[config.mk]
export PLATFORM = sky130hd
export DESIGN_NAME = clock24_setctl
export DESIGN_NICKNAME = d
export VERILOG_FILES = /design/src/rtl/clock24_pkg.sv /design/src/rtl/setctl_timeout.sv /design/src/rtl/clock24_setctl.sv
export SDC_FILE = /design/constraint.sdc
export NUM_CORES = 1
export LEC_CHECK = 0
export CAP_MARGIN = 20
export CORE_UTILIZATION = 40
export DETAILED_ROUTE_END_ITERATION = 10
export PLACE_DENSITY = 0.68
export SETUP_SLACK_MARGIN = 0.05
export SKIP_CTS_REPAIR_TIMING = 1
export SYNTH_ARGS = -nofsm -noshare
export SYNTH_HDL_FRONTEND = slang
export SYNTH_SLANG_ARGS = --single-unit
[constraint.sdc]
create_clock -name CLK -period 4.35 [get_ports CLK]
set_clock_uncertainty 0.2 [all_clocks]
set_input_delay 0.6525 -clock CLK [delete_from_list [all_inputs] [get_ports CLK]]
set_output_delay 0.6525 -clock CLK [all_outputs]
set_load 0.01 [all_outputs]
[src/rtl/clock24_pkg.sv]
// Shared clock24 definitions: mode codes, button bit positions, blink mask decode.
// Used by the set controller, the counter datapath and the display driver.
// Pure definitions; no timing or flow control.
package clock24_pkg;

    typedef enum logic [1:0] {
        ST_NORMAL   = 2'd0,
        ST_SET_HOUR = 2'd1,
        ST_SET_MIN  = 2'd2,
        ST_SET_SEC  = 2'd3
    } state_t;

    localparam int BTN_MODE   = 0;
    localparam int BTN_SELECT = 1;
    localparam int BTN_UP     = 2;

    // Mask order is {hour, min, sec}; only the field being edited can blink.
    function automatic logic [2:0] blink_mask(input state_t st, input logic ph);
        case (st)
            ST_SET_HOUR: blink_mask = {ph, 2'b00};
            ST_SET_MIN:  blink_mask = {1'b0, ph, 1'b0};
            ST_SET_SEC:  blink_mask = {2'b00, ph};
            default:     blink_mask = 3'b000;
        endcase
    endfunction

endpackage

[src/rtl/setctl_timeout.sv]
// Inactivity counter for set mode: clears, counts 1 Hz ticks, flags expiry.
// expire is combinational from the count register and tick; the caller registers its effect.
// No backpressure; clear has priority over tick.
module setctl_timeout #(
    parameter int TIMEOUT = 30
) (
    input  logic CLK,
    input  logic RST,
    input  logic clr,
    input  logic tick,
    output logic expire
);

    localparam logic [7:0] LAST = 8'(TIMEOUT - 1);

    logic [7:0] cnt;

    always_ff @(posedge CLK) begin
        if (RST || clr) begin
            cnt <= 8'd0;
        end else if (tick) begin
            cnt <= cnt + 8'd1;
        end
    end

    assign expire = tick && (cnt == LAST);

endmodule

[src/rtl/clock24_setctl.sv]
// Time-setting controller: mode FSM, increment/clear pulses, blink mask, inactivity exit.
// Button to output latency is one cycle; every output is registered or a state decode.
// No backpressure; simultaneous buttons resolve MODE > SELECT > UP and losers are dropped.
module clock24_setctl
    import clock24_pkg::*;
#(
    parameter int TIMEOUT = 30
) (
    input  logic       CLK,
    input  logic       RST,
    input  logic       EN1HZ,
    input  logic [2:0] BTN,
    output logic       CNTEN,
    output logic       HOURINC,
    output logic       MININC,
    output logic       SECCLR,
    output logic [1:0] STATE,
    output logic [2:0] BLINK
);

    state_t state;
    state_t state_nxt;
    logic   phase;
    logic   phase_nxt;
    logic   hourinc_nxt;
    logic   mininc_nxt;
    logic   secclr_nxt;
    logic   to_clr;
    logic   to_tick;
    logic   to_expire;
    logic   in_set;

    assign in_set  = (state != ST_NORMAL);
    // Any button in set mode counts as activity, even one that loses arbitration.
    assign to_clr  = !in_set || (|BTN);
    assign to_tick = in_set && EN1HZ;

    setctl_timeout #(
        .TIMEOUT(TIMEOUT)
    ) u_timeout (
        .CLK   (CLK),
        .RST   (RST),
        .clr   (to_clr),
        .tick  (to_tick),
        .expire(to_expire)
    );

    always_comb begin
        state_nxt   = state;
        phase_nxt   = phase;
        hourinc_nxt = 1'b0;
        mininc_nxt  = 1'b0;
        secclr_nxt  = 1'b0;
        if (!in_set) begin
            phase_nxt = 1'b0;
            if (BTN[BTN_MODE]) begin
                state_nxt = ST_SET_HOUR;
            end
        end else if (BTN[BTN_MODE]) begin
            state_nxt = ST_NORMAL;
            phase_nxt = 1'b0;
        end else if (BTN[BTN_SELECT]) begin
            phase_nxt = 1'b0;
            case (state)
                ST_SET_HOUR: state_nxt = ST_SET_MIN;
                ST_SET_MIN:  state_nxt = ST_SET_SEC;
                default:     state_nxt = ST_SET_HOUR;
            endcase
        end else if (BTN[BTN_UP]) begin
            phase_nxt = 1'b0;
            case (state)
                ST_SET_HOUR: hourinc_nxt = 1'b1;
                ST_SET_MIN:  mininc_nxt  = 1'b1;
                default:     secclr_nxt  = 1'b1;
            endcase
        end else if (EN1HZ) begin
            // A coincident button already took the branches above, so expiry only fires when idle.
            if (to_expire) begin
                state_nxt = ST_NORMAL;
                phase_nxt = 1'b0;
            end else begin
                phase_nxt = ~phase;
            end
        end
    end

    always_ff @(posedge CLK) begin
        if (RST) begin
            state   <= ST_NORMAL;
            phase   <= 1'b0;
            HOURINC <= 1'b0;
            MININC  <= 1'b0;
            SECCLR  <= 1'b0;
            BLINK   <= 3'b000;
        end else begin
            state   <= state_nxt;
            phase   <= phase_nxt;
            HOURINC <= hourinc_nxt;
            MININC  <= mininc_nxt;
            SECCLR  <= secclr_nxt;
            BLINK   <= blink_mask(state_nxt, phase_nxt);
        end
    end

    assign STATE = state;
    assign CNTEN = (state == ST_NORMAL);

endmodule
==> flow_metrics.env <==
export IMPL_critPathLaunchType="flip-flop"
export IMPL_routedWlPerCell_um=10.9
export IMPL_core_area_um2=1780
export IMPL_syn_to_final_growth_pct=24.5
export IMPL_n_antenna_cell=0
export IMPL_clk_pin_slew_ns=0.09
export IMPL_crit_fanout=8
export IMPL_ys_types=28
export IMPL_cp_end_kind="output pin"
export IMPL_synth_seq_area_share=0.430
export IMPL_cp_slowest_cell="clkdlybuf4s50_1"
export IMPL_r2r_worst_path_cells=6
export IMPL_critical_path_class="reg2out"
export IMPL_htreeDepth=1
export IMPL_timing_hold_ws_ns=0.316
export IMPL_tritoncts="built"
export IMPL_dieArea_um2=2160
export IMPL_path_cells="inv_1 -> ha_1 -> clkdlybuf4s50_1"
export IMPL_synth_top_area_frac=0.430
export IMPL_setup_viol=0
export IMPL_critPathArrivalTime_ns=1.67
export IMPL_crit_required_ns=3.50
export IMPL_ys_seq_elements=17
export IMPL_synth_simple_area_share=0.276
export IMPL_yosysWarnings=0
export IMPL_die_w_um=46.5
export IMPL_worst_path_largest_cell_delay_ns=0.60
export IMPL_met3_usage=0.0627
export IMPL_worst_pin_slew_ns=0.378
export IMPL_synth_compound_area_frac=0.109
export IMPL_cts_root_buffer_cell="clkbuf_4"
export IMPL_dr_pass1_iters=4
export IMPL_r2r_end="BLINK[2]$_SDFF_PP0_"
export IMPL_drv_slew=0
export IMPL_detail_route_iter0_violations=8
export IMPL_hold_class="reg2reg"
export IMPL_grt_max_degree=10
export IMPL_synth_edf_count=0
export IMPL_rsz0062_at_grt="false"
export IMPL_grt_usage=0.147
export IMPL_io_buffers=14
export IMPL_slew_headroom=0.745
export IMPL_drive_gt1_frac=0.115
export IMPL_wl_um=1320
export IMPL_grt_use_met2=0.211
export IMPL_min_to="u_timeout.cnt[3]$_SDFFE_PP0P_"
export IMPL_start_util=0.444
export IMPL_synth_mux_area_frac=0
export IMPL_clk_latency_ns=0.28
export IMPL_grt_remaining_overflow=0
export IMPL_antenna_found_initial=0
export IMPL_syn_area_um2=792
export IMPL_hold_violations=0
export IMPL_grt_use_met1=0.192
export IMPL_crit_family="buffers and inverters"
export IMPL_avgSynthCellArea_um2=10.0
export IMPL_cts_buffer_depth=2
export IMPL_cp_num_cells=3
export IMPL_synthArstFlopShare=0
export IMPL_p_per_area_nw_per_um2=276
export IMPL_r2r_start="STATE[0]$_SDFF_PP0_"
export IMPL_grt_first_pass_wirelength_um=2150
export IMPL_synth_xor_area_share=0.0774
export IMPL_syn_nets=90
export IMPL_postSynthCellCount=79
export IMPL_p_leak_nw=0.343
export IMPL_viasPerCell=4.82
export IMPL_cap_violations=0
export IMPL_rrSetupSlack_ns=1.95
export IMPL_synth_largest_area_cell="dfxtp_1"
export IMPL_synthTopCellsByArea="dfxtp_1 43%, ha_1 7.9%, nor2_1 5.7%"
export IMPL_io_pins=15
export IMPL_routabilityCongestion=0.745
export IMPL_synth_ff_type="dfxtp_1"
export IMPL_min_path_cells=2
export IMPL_grt_pass1_vias=498
export IMPL_min_period_over_period=0.581
export IMPL_worstHoldStart="u_timeout.cnt[3]$_SDFFE_PP0P_"
export IMPL_fin_nets=108
export IMPL_fmax_mhz=396
export IMPL_path_buf_inv=2
export IMPL_busiest_layer="met2"
export IMPL_irDropWorstVdd_uv=147
export IMPL_period_minus_slack_ns=2.53
export IMPL_cts_buffers=3
export IMPL_status="finished, final reports clean"
export IMPL_hpwl_um=1030
export IMPL_drc=0
export IMPL_synth_fa_ha_area_frac=0.0790
export IMPL_synth_top_family_by_area="simple AND/OR/NAND/NOR gates"
export IMPL_rows=15
export IMPL_finalSetupTns_ns=0
export IMPL_die_h_um=46.5
export IMPL_clock_sinks=17
export IMPL_ant_nets=0
export IMPL_num_vias=583
cell usage after synthesis (all sizes together), types with 2 or more instances:
cell and number:
and3 2, dfxtp 17, ha 5, inv 5
nand2 6, nor2 12, nor2b 2, nor3 4
nor3b 2, nor4 2, o21ai 2, xnor2 5
xor2 2
metal layers:
layer / up-vias / wire length [µm] / part of all wire
li1: 308 / - / -
met1: 261 / 651 / 0.49
met2: 12 / 584 / 0.44
met3: 2 / 65 / 0.049
met4: 0 / 15 / 0.011
met5: - / 0 / 0
registers in the layout, summed over array words and instances, names as in the netlist:
register,flops
HOURINC,1
u_timeout.cnt,8
BLINK,3
STATE,2
SECCLR,1
phase,1
MININC,1
logic make-up (layout without fill, tap and decap cells):
logic type / after synthesis / count (layout)
buffers and inverters: 6 / 23
flip-flops: 17 / 17
AND/OR/NAND/NOR: 36 / 36
AO/OA/AOI/OAI: 8 / 8
adder cells (fa/ha/maj): 5 / 5
XOR/XNOR: 7 / 7
metrics by stage:
step	total power, W	setup slack, ns	util	area (µm²)	instances
4_1_cts	0.000277	1.81	0.553	986	121
2_1_floorplan	0.000180	2.13	-	792	79
5_1_grt	0.000289	1.73	0.553	986	121
3_5_place_dp	0.000195	1.57	0.538	960	117
6_report	0.000273	1.82	0.553	986	121
3_3_place_gp	0.000195	1.57	0.538	960	117
cell type report:
type | count | area (µm²)
well taps | 25 | 31.3
fillers | 163 | 797
repair buffers | 14 | 140
inverters | 5 | 18.8
multi-input cells | 56 | 429
clock buffers | 4 | 26.3
flip-flops and latches | 17 | 340
power breakdown:
part	switching, W	leakage [nW]	internal (W)
sequential	0.00000164	0.137	0.000157
combinational	0.0000165	0.191	0.0000163
clock	0.0000455	0.0150	0.0000356
total	0.0000636	0.343	0.000209
how the worst max path moves through the flow:
stage                              startpoint                  end
after CTS                 STATE[0]$_SDFF_PP0_                CNTEN
after global routing                   BTN[0]  BLINK[2]$_SDFF_PP0_
final                     STATE[0]$_SDFF_PP0_                CNTEN
after detailed placement               BTN[0]  BLINK[2]$_SDFF_PP0_
after global placement                 BTN[0]  BLINK[2]$_SDFF_PP0_
after floorplan           STATE[0]$_SDFF_PP0_  BLINK[1]$_SDFF_PP0_
worst min-delay path: stages (launching register included):
cell	delay, ns
dfxtp_1	0.34
o21ai_0	0.07
a21oi_1	0.06
cells in the final DEF, fill, tap and decap left out, drive strengths merged, types with 4 or more instances in the layout:
| cell | instances |
|---|---|
| clkdlybuf4s50 | 14 |
| nand2 | 6 |
| inv | 5 |
| nor2 | 12 |
| xnor2 | 5 |
| nor3 | 4 |
| ha | 5 |
| clkbuf | 4 |
| dfxtp | 17 |
No activity file was read; power rests on OpenSTA's default activity.
